<file path="config.mk">
export PLATFORM = sky130hd
export DESIGN_NAME = router_fifo
export DESIGN_NICKNAME = d
export VERILOG_FILES = /design/src/rtl/router_pkg.sv /design/src/rtl/router_fifo.sv
export SDC_FILE = /design/constraint.sdc
export NUM_CORES = 1
export LEC_CHECK = 0
export ABC_AREA = 1
export BUFFER_PORTS_ARGS = -buffer_cell sky130_fd_sc_hd__buf_2
export CAP_MARGIN = 20
export CORE_MARGIN = 1.5
export CORE_UTILIZATION = 45
export CTS_CLUSTER_SIZE = 14
export DETAILED_ROUTE_END_ITERATION = 10
export PLACE_DENSITY_LB_ADDON = 0.08
export SLEW_MARGIN = 20
export SYNTH_ARGS = -nofsm -noshare
export SYNTH_HDL_FRONTEND = slang
export SYNTH_SLANG_ARGS = --single-unit
</file>
<file path="constraint.sdc">
create_clock -name clock -period 2.35 [get_ports clock]
set_input_delay 0.235 -clock clock [delete_from_list [all_inputs] [get_ports clock]]
set_output_delay 0.235 -clock clock [all_outputs]
set_load 0.02 [all_outputs]
</file>
<file path="src/rtl/router_pkg.sv">
// router_pkg: definitions shared across the 1x3 router slice.
//   DATA_W / FIFO_DEPTH     : payload byte width and per-port FIFO depth
//   HDR_ADDR_* / HDR_LEN_*  : bit positions of the address and length fields
//                             inside the header byte
//   dest_addr_e             : destination-port encodings used by the synchronizer
//   pkt_len_from_hdr        : bytes still to drain after a header is read
//                             (payload length plus the parity byte)
package router_pkg;

  localparam int DATA_W     = 8;
  localparam int FIFO_DEPTH = 16;

  // Header byte layout: [7:2] payload length, [1:0] destination address
  localparam int HDR_ADDR_LSB = 0;
  localparam int HDR_ADDR_MSB = 1;
  localparam int HDR_LEN_LSB  = 2;
  localparam int HDR_LEN_MSB  = 7;

  // Wide enough for a length of 63 plus one parity byte (64)
  localparam int PKT_CNT_W = 7;

  typedef enum logic [1:0] {
    DEST_PORT0 = 2'b00,
    DEST_PORT1 = 2'b01,
    DEST_PORT2 = 2'b10
  } dest_addr_e;

  // Zero-extended, so a length of 63 yields 64 rather than wrapping
  function automatic logic [PKT_CNT_W-1:0] pkt_len_from_hdr(input logic [DATA_W-1:0] hdr);
    return PKT_CNT_W'(hdr[HDR_LEN_MSB:HDR_LEN_LSB]) + PKT_CNT_W'(1);
  endfunction

endpackage

</file>
<file path="src/rtl/router_fifo.sv">
// router_fifo: per-port output FIFO of the 1x3 router.
// Each entry stores the data byte plus a header flag captured from lfd_state.
// The read side tracks how much of the current packet remains to be drained.
//   clock      : single clock, rising edge
//   reset      : synchronous active-high reset
//   soft_reset : synchronous active-high flush from the synchronizer
//   write_enb  : write strobe; dropped when full
//   read_enb   : read strobe; ignored when empty
//   lfd_state  : marks data_in as a header byte
//   data_in    : byte to store
//   data_out   : registered read data, valid the cycle after a read
//   full       : DEPTH entries stored
//   empty      : no entries stored
//   pkt_busy   : a packet is partially drained
module router_fifo #(
  parameter int DATA_W = 8,
  parameter int DEPTH  = 16,
  parameter int ADDR_W = 4
) (
  input  logic              clock,
  input  logic              reset,
  input  logic              soft_reset,
  input  logic              write_enb,
  input  logic              read_enb,
  input  logic              lfd_state,
  input  logic [DATA_W-1:0] data_in,
  output logic [DATA_W-1:0] data_out,
  output logic              full,
  output logic              empty,
  output logic              pkt_busy
);

  import router_pkg::*;

  logic [DATA_W:0]    mem [DEPTH];
  logic [ADDR_W:0]    wr_ptr;
  logic [ADDR_W:0]    rd_ptr;
  logic [PKT_CNT_W-1:0] pkt_cnt;

  logic            wr_fire;
  logic            rd_fire;
  logic [DATA_W:0] rd_entry;

  // Extra pointer MSB distinguishes full from empty when the indices match
  always_comb begin
    empty    = (wr_ptr == rd_ptr);
    full     = (wr_ptr[ADDR_W] != rd_ptr[ADDR_W]) &&
               (wr_ptr[ADDR_W-1:0] == rd_ptr[ADDR_W-1:0]);
    pkt_busy = (pkt_cnt != '0);
  end

  // Both strobes are qualified on pre-edge flags and suppressed by either reset
  always_comb begin
    wr_fire  = write_enb && !full  && !reset && !soft_reset;
    rd_fire  = read_enb  && !empty && !reset && !soft_reset;
    rd_entry = mem[rd_ptr[ADDR_W-1:0]];
  end

  // Storage is deliberately left uncleared by either reset
  always_ff @(posedge clock) begin
    if (wr_fire)
      mem[wr_ptr[ADDR_W-1:0]] <= {lfd_state, data_in};
  end

  always_ff @(posedge clock) begin
    if (reset || soft_reset) begin
      wr_ptr   <= '0;
      rd_ptr   <= '0;
      pkt_cnt  <= '0;
      data_out <= '0;
    end else begin
      if (wr_fire)
        wr_ptr <= wr_ptr + (ADDR_W+1)'(1);
      if (rd_fire) begin
        rd_ptr   <= rd_ptr + (ADDR_W+1)'(1);
        data_out <= rd_entry[DATA_W-1:0];
        if (rd_entry[DATA_W])
          pkt_cnt <= pkt_len_from_hdr(rd_entry[DATA_W-1:0]);
        else if (pkt_cnt != '0)
          pkt_cnt <= pkt_cnt - PKT_CNT_W'(1);
      end
    end
  end

endmodule

</file>
; ---- Yosys cells after proc, flatten, opt, wreduce, memory -nomap -nowiden
; Memories as Yosys holds them, arrays and structs flattened. A register that Yosys moved wholly into a read port is not among the register bits.
; Index checks and enable logic that the tools add are counted.
; W data, S select, Z words.
[totals]
out_inout_bits = 11
mem_count = 1
ramBits = 144
reg_bits = 25
[mem_list]
columns = name, words, width, read_ports, rd_ports_with_merged_regs, write_ports, line
row1 = mem, 16, 9, 1, 1, 1, router_fifo.sv:35  ; logic [DATA_W:0] mem [DEPTH];
[classes]
n_reduce_logical = 15
eq_ne = 3
addsub = 4
muxes = 6
[op_table]
columns = operator, count
row1 = $mux W7, 2
row2 = $add A5 B1 Y5 const B, 2
row3 = $mux W4, 2
row4 = $add A6 B1 Y7 const B, 1
row5 = $logic_and A1 B1 Y1, 7
row6 = $reduce_bool A7 Y1, 1
row7 = $sub A7 B1 Y7 const B, 1
row8 = $eq A5 B5 Y1, 1
row9 = $eq A4 B4 Y1, 1
row10 = $logic_not A1 Y1, 4
row11 = $mux W1, 2
row12 = $reduce_and A2 Y1, 1
row13 = $reduce_bool A2 Y1, 1
row14 = $logic_or A1 B1 Y1, 1
row15 = $ne A1 B1 Y1, 1

; ---- Longest topological paths before layout
; Gate-level depths: netlist (run 1).
[depth]
ltp_word = 8
depth_mapped = 16
mapped_depth_nobuf = 13

; ---- Least setup slack after synthesis (run 1)
; OpenSTA, ideal clock, no wires.
[synth_path]
path_kind = register to register
start = register wr_ptr[2]
end = memory mem[11][0] (netlist bit) (enable)
period_less_slack_ns = 1.989
path_slack_ns = 0.361
arrival_time_ns = 1.615
n_path_buf = 1
stages_incl_launch_ff = 10
setup_ns = 0.374
path_cell_list = dfxtp_1 -> buf_2 -> xor2_1 -> nor2_1 -> nand2_1 -> or2_1 -> nand2_1 -> nor2_2 -> nand2_1 -> nor2_1
[synth_between]
elab_chain_len = 8
[synth_lines]
columns = element, line
row1 = start: declaration, router_fifo.sv:36  ; logic [ADDR_W:0] wr_ptr;
row2 = start signal: assignment, router_fifo.sv:73  ; wr_ptr <= wr_ptr + (ADDR_W+1)'(1);
row3 = $eq A4 B4 Y1, router_fifo.sv:48  ; (wr_ptr[ADDR_W-1:0] == rd_ptr[ADDR_W-1:0]);
row4 = $logic_and A1 B1 Y1, router_fifo.sv:47  ; full = (wr_ptr[ADDR_W] != rd_ptr[ADDR_W]) &&
row5 = $logic_not A1 Y1, router_fifo.sv:54  ; wr_fire = write_enb && !full && !reset && !soft_reset;
row6 = $logic_and A1 B1 Y1 (3 in a row), router_fifo.sv:54
row7 = $mux W1, router_fifo.sv:61  ; if (wr_fire)
row8 = $mux W1 (not written as such), router_fifo.sv:62  ; mem[wr_ptr[ADDR_W-1:0]] <= {lfd_state, data_in};
row9 = end: declaration, router_fifo.sv:35
; Several ways; a longest one is shown, not always the timed one.

==> out/results.ini, run 1 <==
[power_and_ir_drop]
pwr-share-comb_pct=3.6
p_int_w=0.00489
power_frac_clock_pct=42.6
swShare_pct=21.2
pwr-share-seq_pct=53.8
p_leak_nw=3.28
power_switching_w=0.00132
peakVddDrop_mv=0.476
power_density_nw_per_um2=729

[timing]
setup_tns_ns=0
setup-violations-final=0
final_max_slew_viol_count=0
rsz0062_at_grt=no
layout_min_cycle_time_ns=2.09
finalClockSkew_ns=0.0124
worst_slew_pin_slew_ns=0.607
min_period_over_period_pct=89.1
timing.final.ws_setup_ns=0.256
hold_slack_ns=0.135
finalHoldViolations=0
fmax_mhz=478
relSlewSlack_pct=59.5

[global_route]
antenna_found_initial=0
grt_pass1_wl_um=28100
grt.overflow.total=0
grt_pass1_vias=4865
grt_usage_pct=21.8
grt_start_max_net_pins=58

[logic_synthesis]
avgSynthCellArea_um2=10.6
ys_ff_latch=173
synth_area_leader_cell=edfxtp_1
synth_seq_area_share_pct=65.4
synth_nets=732
synthCells=710
synth_warnings=0
synth_area_leaders=edfxtp_1 58%, nand2_1 8.6%, dfxtp_1 7.7%, nand3_1 5.3%, nor2_1 3.4%
synth.cell_area_um2=7500
netlist-cell-type-count=41
synth_top_area_share_pct=57.7

[setup_path]
cp-start-kind=flip-flop
critical_path.top_delay_family=simple AND/OR/NAND/NOR gates
max_stage_delay_ns=0.50
crit_type=flip-flop to flip-flop
cp-end-kind=flip-flop
critPathMaxFanout=17
cp.arrival_ns=2.46
worst-path-buf-inv=1
required_ns=2.71
cp_cell_sequence=buf_4, nand2_1, nand2_1, nand2_1, nand3_1, nand3_1, nand2_2, ha_1, nand3_1, nand2_1, nand3_1, a21oi_1
crit_slowest_cell=dfxtp_2

[floorplanning]
coreArea_um2=16400
initial_core_util_pct=45.7
die_y_um=132
dieArea_um2=17400
num_rows=47
die_w_um=132
io-pin-count=25

[clock_network]
htreeDepth=4
cts.sinks=173
cts_buffer_depth=2
clk_latency_ns=0.43
cts_inserted_buffers=17
cts_tree=built
clockRootBuffer=clkbuf_16
path_clk_slew_ns=0.06
post_cts_buffers=0

[detailed_routing]
routedWlPerCell_um=18.4
drtPass1Iterations=5
totalWireLength_um=18200
drc=0
drt_iter0_drc=433
num_vias=5132
ant_nets=0
viasPerCell=5.19

[cells_and_area]
post-route-cell-area_um2=8510
antenna_cells=0
finalNetCount=777
drive_gt1_share_pct=14.5
layout_commonest_cell=nand2_1
area_growth_pct=13.5
layout_common_cells=171 x nand2_1, 144 x edfxtp_1, 79 x nand3_1

[placed_design]
postPlaceCellArea_um2=7940
io_buffers=24
dp_slack_ns=0.100
gp_congestion=0.828
hpwl_um=11900

[run_status]
status=finished clean

[flow_run]
drv_cap=0

[min_path]
hold_class=input port to flip-flop

-- kinds of logic (layout without fill, tap and decap cells) --
logic type	after synthesis	after routing	synth area share, %
flip-flops	173	173	65.4
XOR/XNOR	8	8	0.934
AND/OR/NAND/NOR	339	339	19.2
AO/OA/AOI/OAI	89	89	6.92
adder cells (fa/ha/maj)	8	8	1.33
buffers and inverters	93	151	6.24
-- cells in the mapped netlist, drive strengths merged --
cell type,number
o21ai,41
a31oi,4
inv,61
xor2,5
o211ai,6
o31ai,1
clkbuf,4
edfxtp,144
buf,27
ha,8
nand3,80
dfxtp,29
a211oi,1
o21a,1
nor2,72
o22ai,2
a22oi,1
o221ai,6
o211a,1
nand4,1
or2,2
clkinv,1
xnor2,3
nand2,180
nor3,4
a21oi,25
-- flip-flops by register name (all words and copies together), names as in the netlist, named ones only --
register / cells
rd_ptr: 5
wr_ptr: 5
pkt_cnt: 7
mem: 144
data_out: 8
-- path summary, 6_finish.rpt --
| path | slack, ns | to | startpoint | cells past startpoint |
|---|---|---|---|---|
| max | 0.26 | pkt_cnt[4]$_SDFFE_PP0P_ | flip-flop | 12 |
| min reg2reg | 0.53 | pkt_cnt[1]$_SDFFE_PP0P_ | pkt_cnt[1]$_SDFFE_PP0P_ | 2 |
| max reg2reg | 0.26 | pkt_cnt[4]$_SDFFE_PP0P_ | flip-flop | 12 |
| min | 0.14 | wr_ptr[0]$_SDFFE_PP0P_ | write_enb | 3 |
-- final cells by class --
class | instances | area (um^2)
Fill cell | 1450 | 7900
Timing Repair Buffer | 57 | 393
Clock inverter | 8 | 56.3
Sequential cell | 173 | 4910
Inverter | 62 | 243
Tap cell | 220 | 275
Multi-Input combinational cell | 444 | 2130
Clock buffer | 24 | 503
-- metrics by stage --
stage	std cells	power, W	util (%)
3_3_place_gp	956	0.00362	48.4
6_report	988	0.00620	51.9
3_5_place_dp	956	0.00363	48.4
5_1_grt	988	0.00638	51.9
2_1_floorplan	710	0.00353	-
4_1_cts	988	0.00624	51.8
-- layer usage --
layer	part of all wire [%]	GRT usage [%]	up-vias
li1	-	-	2504
met1	46	29.9	2475
met2	47	34.7	130
met3	4.9	3.96	23
met4	2.0	8.52	0
met5	0	0	-
-- worst register-to-register path, stage by stage (launching register included) --
cell,delay [ns]
dfxtp_2,0.50
buf_4,0.29
nand2_1,0.08
nand2_1,0.07
nand2_1,0.05
nand3_1,0.08
nand3_1,0.16
nand2_2,0.17
ha_1,0.23
nand3_1,0.09
nand2_1,0.07
nand3_1,0.09
a21oi_1,0.14
-- timing repair --
action,CTS,global route
hold buffers,0,0
gates resized for setup,0,2
endpoints found under the setup margin,0,17
-- power groups by stage --
stage / clock, W / sequential (W) / combinational, W
after global routing: 0.00280 / 0.00334 / 0.000245
final: 0.00264 / 0.00334 / 0.000222
after global placement: 0 / 0.00340 / 0.000218
after floorplan: 0 / 0.00341 / 0.000122
after CTS: 0.00268 / 0.00334 / 0.000222
after detailed placement: 0 / 0.00340 / 0.000221
Note: power is estimated with default switching activity, not from simulation.
==> run 2, diff against run 1 <==
==> constraint.sdc (replaced) <==
create_clock -name clock -period 2.5 [get_ports clock]
set_input_delay 0.25 -clock clock [delete_from_list [all_inputs] [get_ports clock]]
set_output_delay 0.25 -clock clock [all_outputs]
set_load 0.02 [all_outputs]
==> run 2 against run 1 <==
Effect of this change:
- clock-buffer cell count shrank 7
- via count increased by 1.3%
- largest power group unchanged
- register-to-register slack improved by 0.05 ns
==> out/results.ini, run 2 (synthesized netlist as in run 1, its figures left out) <==
[placed_design]
io_buffers=24  ; unchanged
dp_cells=960  ; +0.42%
gp_congestion=0.819  ; -1.1%
hpwl_um=12300  ; +3.7%
dp_slack_ns=0.388  ; +0.288 ns

[cells_and_area]
num-fill-cells=1479  ; +2.0%
area_growth_pct=14.2
drive_gt1_share_pct=14.9  ; +0.44 points
layout_common_cells=171 x nand2_1, 144 x edfxtp_1, 79 x nand3_1
largest_reg_flops=144  ; unchanged
layout_commonest_cell=nand2_1
finalNetCount=781  ; +0.51%
fin_cells=992  ; +0.40%
antenna_cells=0  ; unchanged

[detailed_routing]
drt_iter0_drc=409  ; -5.5%
num_vias=5199  ; +1.3%
drc=0  ; unchanged
met2_length_um=8740  ; +1.4%
viasPerCell=5.24  ; +0.90%
wl_met3_um=921  ; +4.2%
totalWireLength_um=18300  ; +1.0%
ant_nets=0  ; unchanged
routedWlPerCell_um=18.5  ; +0.61%
wirelength_met1_um=8250  ; -0.51%
drtPass1Iterations=5  ; unchanged
route.top_layer_used=met4

[floorplanning]
dieArea_um2=17400  ; unchanged
io-pin-count=25  ; unchanged
coreArea_um2=16400  ; unchanged
num_rows=47  ; unchanged
initial_core_util_pct=45.7  ; unchanged
die_w_um=132  ; unchanged
die_y_um=132  ; unchanged

[min_path]
holdCritStartpoint=write_enb
hold_class=input port to flip-flop
min_path_cells=3  ; unchanged
hold-path-endpoint=wr_ptr[0]$_SDFFE_PP0P_

[timing]
finalHoldViolations=0  ; unchanged
rsz0062_at_grt=no
finalClockSkew_ns=0.00753  ; -0.00485 ns
fmax_mhz=456  ; -4.5%
layout_min_cycle_time_ns=2.19  ; +0.0993 ns
min_period_over_period_pct=87.7  ; -1.4 points
hold_slack_ns=0.170  ; +0.0346 ns
setup_tns_ns=0  ; unchanged
relSlewSlack_pct=63.8  ; +4.3 points
worst_slew_pin_slew_ns=0.543  ; -0.0645 ns
setup-violations-final=0  ; unchanged
final_max_slew_viol_count=0  ; unchanged
timing.final.ws_setup_ns=0.307  ; +0.0507 ns

[setup_path]
cp-start-kind=flip-flop
rrSetupSlack_ns=0.31  ; +0.05 ns
cp.arrival_ns=2.54  ; +0.08 ns
cp-end-kind=flip-flop
critPathMaxFanout=21  ; +4
required_ns=2.85  ; +0.14 ns
r2r_end=pkt_cnt[2]$_SDFFE_PP0P_
crit_type=flip-flop to flip-flop
reg2regPathDepth=12  ; unchanged

[global_route]
grt_start_max_net_pins=52  ; -10%
grt_pass1_wl_um=28200  ; +0.17%
grt.overflow.total=0  ; unchanged
grt_pass1_vias=4991  ; +2.6%
grt_usage_pct=21.8  ; -0.042 points
antenna_found_initial=0  ; unchanged

[clock_network]
cts.sinks=173  ; unchanged
clk_latency_ns=0.42  ; about the same
postCtsHoldBufs=0  ; unchanged
htreeDepth=4  ; unchanged
cts_resized=0  ; unchanged
cts_buffer_depth=2  ; unchanged
cts_inserted_buffers=17  ; unchanged
post_cts_buffers=0  ; unchanged
cts_tree=built
path_clk_slew_ns=0.07  ; about the same
clockRootBuffer=clkbuf_16

[power_and_ir_drop]
power_density_nw_per_um2=714  ; -2.0%
peakVddDrop_mv=0.496  ; +4.2%
p_leak_nw=3.31  ; +0.92%

[run_status]
status=finished clean

[flow_run]
drv_cap=0  ; unchanged

==> run 2: cell types whose count changed in the layout (fill, tap and decap cells not counted), sizes merged <==
cell      before  now
buf           57   61
bufinv         0    4
clkbuf        24   17
clkinv         6    4
clkinvlp       2    5
inv           62   64
==> run 2: stage by stage <==
stage | cell area [um^2] | util, % | power (W)
2_1_floorplan | 7500 | - | 0.00332
3_3_place_gp | 7950 | 48.4 | 0.00340
3_5_place_dp | 7950 | 48.4 | 0.00341
4_1_cts | 8570 | 52.2 | 0.00616
5_1_grt | 8570 | 52.2 | 0.00629
6_report | 8570 | 52.2 | 0.00612
==> run 2: how the worst max path moves through the flow <==
stage / slack [ns] / to / cells past startpoint / from
final: 0.31 / pkt_cnt[2]$_SDFFE_PP0P_ / 12 / flip-flop
after global routing: 0.15 / mem[4][3]$_DFFE_PP_ / 9 / wr_ptr[2]$_SDFFE_PP0P_
after CTS: 0.35 / pkt_cnt[2]$_SDFFE_PP0P_ / 12 / flip-flop
after detailed placement: 0.39 / pkt_cnt[2]$_SDFFE_PP0P_ / 12 / flip-flop
after global placement: 0.40 / pkt_cnt[2]$_SDFFE_PP0P_ / 12 / flip-flop
after floorplan: 0.51 / mem[11][0]$_DFFE_PP_ / 9 / wr_ptr[2]$_SDFFE_PP0P_
==> run 2: layout make-up <==
type | instances | area [um^2] | share of cell area [%]
Clock buffer | 17 | 425 | 4.96
Clock inverter | 15 | 194 | 2.26
Inverter | 62 | 243 | 2.83
Multi-Input combinational cell | 444 | 2130 | 24.8
Sequential cell | 173 | 4910 | 57.3
Tap cell | 220 | 275 | 3.21
Timing Repair Buffer | 61 | 398 | 4.64
==> run 2: where the power goes <==
part           internal [W]  leakage (nW)  switching [W]  total (W)
Combinational     0.0000550          1.50       0.000152   0.000207
Clock               0.00167         0.287        0.00110    0.00277
Sequential          0.00313          1.53     0.00000720    0.00314
Total               0.00485          3.31        0.00126    0.00612
==> run 2: worst max-delay path, stage by stage (launching register included) <==
cell and delay (ns):
dfxtp_2 0.40, buf_4 0.29, nand2_1 0.08, nand2_1 0.08, nand2_1 0.05, nand3_1 0.07, nand3_1 0.19, nand2_1 0.25
ha_1 0.26, nor2_1 0.07, o21ai_0 0.21, nand2_1 0.09, o31ai_2 0.06
==> run 2: routing by layer <==
metal  global-route usage [%]  up-vias
met2                     35.4      154
li1                         -     2513
met1                     29.3     2501
met5                        0        -
met4                     7.96        0
met3                     4.08       31
==> run 3, diff against run 2 <==
--- a/config.mk
+++ b/config.mk
@@ -5,7 +5,7 @@
 export SDC_FILE = /design/constraint.sdc
 export NUM_CORES = 1
 export LEC_CHECK = 0
-export ABC_AREA = 1
+export ABC_AREA = 0
 export BUFFER_PORTS_ARGS = -buffer_cell sky130_fd_sc_hd__buf_2
 export CAP_MARGIN = 20
 export CORE_MARGIN = 1.5
==> run 3 against run 2 <==
Effect of this change:
- via count shrank 29%
- highest routed layer unchanged
- largest power group unchanged
- wire length fell by 19%
- sequential share of layout area up 1.9 points
- maximum frequency down 7.9%
- die area down 5.8%
- cell count is 29% lower
- first-iteration DRC count fell by 44%
- worst setup slack worse by 0.19 ns
- synthesized cell count decreased by 43%
- critical path depth down 7
- non-clock buffer count rose by 9
- clock power fell by 4%
- largest cell class unchanged
==> out/results.ini, run 3 <==
[detailed_routing]
drtPass1Iterations=4  ; -1
num_vias=3687  ; -29%
drc=0  ; unchanged
totalWireLength_um=14800  ; -19%
ant_nets=0  ; unchanged
viasPerCell=5.26  ; +0.36%
routedWlPerCell_um=21.1  ; +14%
drt_iter0_drc=229  ; -44%

[logic_synthesis]
yosysMostFrequentCell=edfxtp_1
ys.flop_type=edfxtp_1
synth_edf_count=144  ; unchanged
synth_seq_area_share_pct=69.5  ; +4.1 points
ys_ff_latch=173  ; unchanged
netlist-cell-type-count=47  ; +15%
synth-async-reset-ratio_pct=0  ; unchanged
synth_nets=429  ; -41%
synthTopCellsByCount=144 x edfxtp_1, 32 x nand2_1, 31 x nor2_1
synth_top_area_share_pct=61.3  ; +3.6 points
synth.cell_area_um2=7050  ; -5.9%
avgSynthCellArea_um2=17.3  ; +64%
synth_area_leader_cell=edfxtp_1
synthCells=407  ; -43%
synth_warnings=0  ; unchanged
synth_area_leaders=edfxtp_1 61%, mux4_2 9.3%, dfxtp_1 8.2%, mux4_1 4.5%, nand2_1 1.7%

[clock_network]
clk_latency_ns=0.43  ; about the same
path_clk_slew_ns=0.06  ; about the same
postCtsHoldBufs=0  ; unchanged
cts.sinks=173  ; unchanged
clockRootBuffer=clkbuf_16
cts_inserted_buffers=17  ; unchanged
cts_tree=built
htreeDepth=4  ; unchanged
cts_buffer_depth=2  ; unchanged

[setup_path]
cp-start-kind=flip-flop
worst-path-buf-inv=0  ; -1
required_ns=2.78  ; -0.07 ns
cp-end-kind=flip-flop
cp.arrival_ns=2.66  ; +0.12 ns
critPathMaxFanout=10  ; -52%
cp.depth=5  ; -7
crit_type=flip-flop to flip-flop
reg2regPathDepth=5  ; -7
critical_path.top_delay_family=multiplexers
crit_path_frequent_cell=a211oi_1
max_stage_delay_ns=0.60  ; +0.20 ns
crit_slowest_cell=mux4_1
cp_cell_sequence=mux4_1, mux4_2, ha_1, a211oi_1, a211oi_1

[global_route]
grt_pass1_wl_um=22900  ; -19%
antenna_found_initial=0  ; unchanged
grt_start_max_net_pins=28  ; -46%
grt_usage_pct=19.9  ; -1.8 points
top_usage_layer=met2
met3_usage_pct=5.30  ; +1.2 points
grt.overflow.total=0  ; unchanged
grt_pass1_vias=3793  ; -24%
grtUsageMet2_pct=31.8  ; -3.6 points
use_met1_pct=26.8  ; -2.4 points

[cells_and_area]
post-route-util_pct=54.4  ; +2.1 points
largest_reg_flops=144  ; unchanged
area_growth_pct=17.6
layout_common_cells=144 x edfxtp_1, 43 x buf_4, 32 x nand2_1
finalNetCount=499  ; -36%
antenna_cells=0  ; unchanged
layout_commonest_cell=edfxtp_1
drive_gt1_share_pct=28.4  ; +13 points

[timing]
hold_slack_ns=0.201  ; +0.0311 ns
finalHoldViolations=0  ; unchanged
setup-violations-final=0  ; unchanged
relSlewSlack_pct=49.1  ; -15 points
final_max_slew_viol_count=0  ; unchanged
layout_min_cycle_time_ns=2.38  ; +0.188 ns
fmax_mhz=420  ; -7.9%
setup_tns_ns=0  ; unchanged
finalClockSkew_ns=0.00925  ; +0.00171 ns
min_period_over_period_pct=95.2  ; +7.5 points
rsz0062_at_grt=no
worst_slew_pin_slew_ns=0.761  ; +0.218 ns

[power_and_ir_drop]
peakVddDrop_mv=0.480  ; -3.3%
power_density_nw_per_um2=722  ; +1.2%
p_leak_nw=2.77  ; -16%

[floorplanning]
num_rows=45  ; -4.3%
die_w_um=128  ; -2.9%
io-pin-count=25  ; unchanged
die_y_um=128  ; -2.9%
dieArea_um2=16400  ; -5.8%
coreArea_um2=15300  ; -7.0%
initial_core_util_pct=46.2  ; +0.52 points

[flow_run]
drv_cap=0  ; unchanged

[run_status]
status=finished clean

[min_path]
min_path_cells=1  ; -2
hold_class=input port to flip-flop

[placed_design]
hpwl_um=9910  ; -20%
gp_congestion=0.747  ; -8.8%
io_buffers=24  ; unchanged

-- run 3: cell types whose count changed in the layout (fill, tap and decap cells not counted), moves of 6 or more --
cell / before / now
nand3_1: 79 / 13
inv_1: 56 / 4
o21ai_1: 13 / 1
o21ai_0: 28 / 7
mux4_1: 0 / 12
nand2_2: 8 / 0
nor2_1: 68 / 28
o221ai_1: 6 / 0
nand2_1: 171 / 32
mux4_2: 0 / 29
a21oi_1: 24 / 13
buf_4: 37 / 43
-- run 3: what timing repair did --
item                                   CTS  global route
setup endpoints to repair                5             7
setup buffers                            0             0
resized for setup                        2             1
endpoints found under the hold margin    0             0
cloned                                   0             0
pin swaps                                0             0
-- run 3: layer usage --
metal | up-vias | part of all wire, %
met5 | - | 0
met4 | 0 | 1.3
met3 | 16 | 3.0
met2 | 59 | 48
met1 | 1868 | 47
li1 | 1744 | -
-- run 3: path summary, 6_finish.rpt --
kind                              end  slack (ns)                startpoint
min              mem[12][1]$_DFFE_PP_        0.20                data_in[1]
min reg2reg  data_out[6]$_SDFFE_PP0P_        0.45  data_out[6]$_SDFFE_PP0P_
max           pkt_cnt[1]$_SDFFE_PP0P_        0.12                 flip-flop
max reg2reg   pkt_cnt[1]$_SDFFE_PP0P_        0.12                 flip-flop
-- run 3: report_power, final --
part	internal [W]	leakage [nW]	switching [W]
clock	0.00158	0.287	0.00109
combinational	0.0000719	0.954	0.000114
sequential	0.00313	1.53	0.00000634
total	0.00478	2.77	0.00121
-- run 3: logic make-up (layout without fill, tap and decap cells) --
logic type / Yosys count / count (layout) / synth area share (%)
DFF: 173 / 173 / 69.5
and+or+nand+nor: 103 / 103 / 7.06
muxes: 44 / 44 / 14.2
AOI/OAI and AO/OA: 39 / 39 / 3.76
buffers and inverters: 23 / 106 / 1.97
xor gates and xnor gates: 17 / 17 / 2.11
adders and majority gates: 8 / 8 / 1.42
-- run 3: stage by stage --
step | worst slack (ns) | instance area [um^2] | instances | total power (W)
after global placement | 0.00272 | 7670 | 668 | 0.00338
after floorplan | 0.301 | 7050 | 407 | 0.00330
after global routing | 0.00354 | 8290 | 701 | 0.00619
after detailed placement | -0.0181 | 7680 | 669 | 0.00338
after CTS | 0.0186 | 8290 | 701 | 0.00605
final | 0.119 | 8290 | 701 | 0.00599
-- run 3: layout make-up --
| class | count | area [um^2] |
|---|---|---|
| sequential | 173 | 4910 |
| fill | 1212 | 6970 |
| tap | 211 | 264 |
| clock inverter | 13 | 164 |
| clock buffer | 19 | 433 |
| multi-input combinational | 211 | 2020 |
| inverter | 4 | 15.0 |
| timing repair buffer | 70 | 485 |
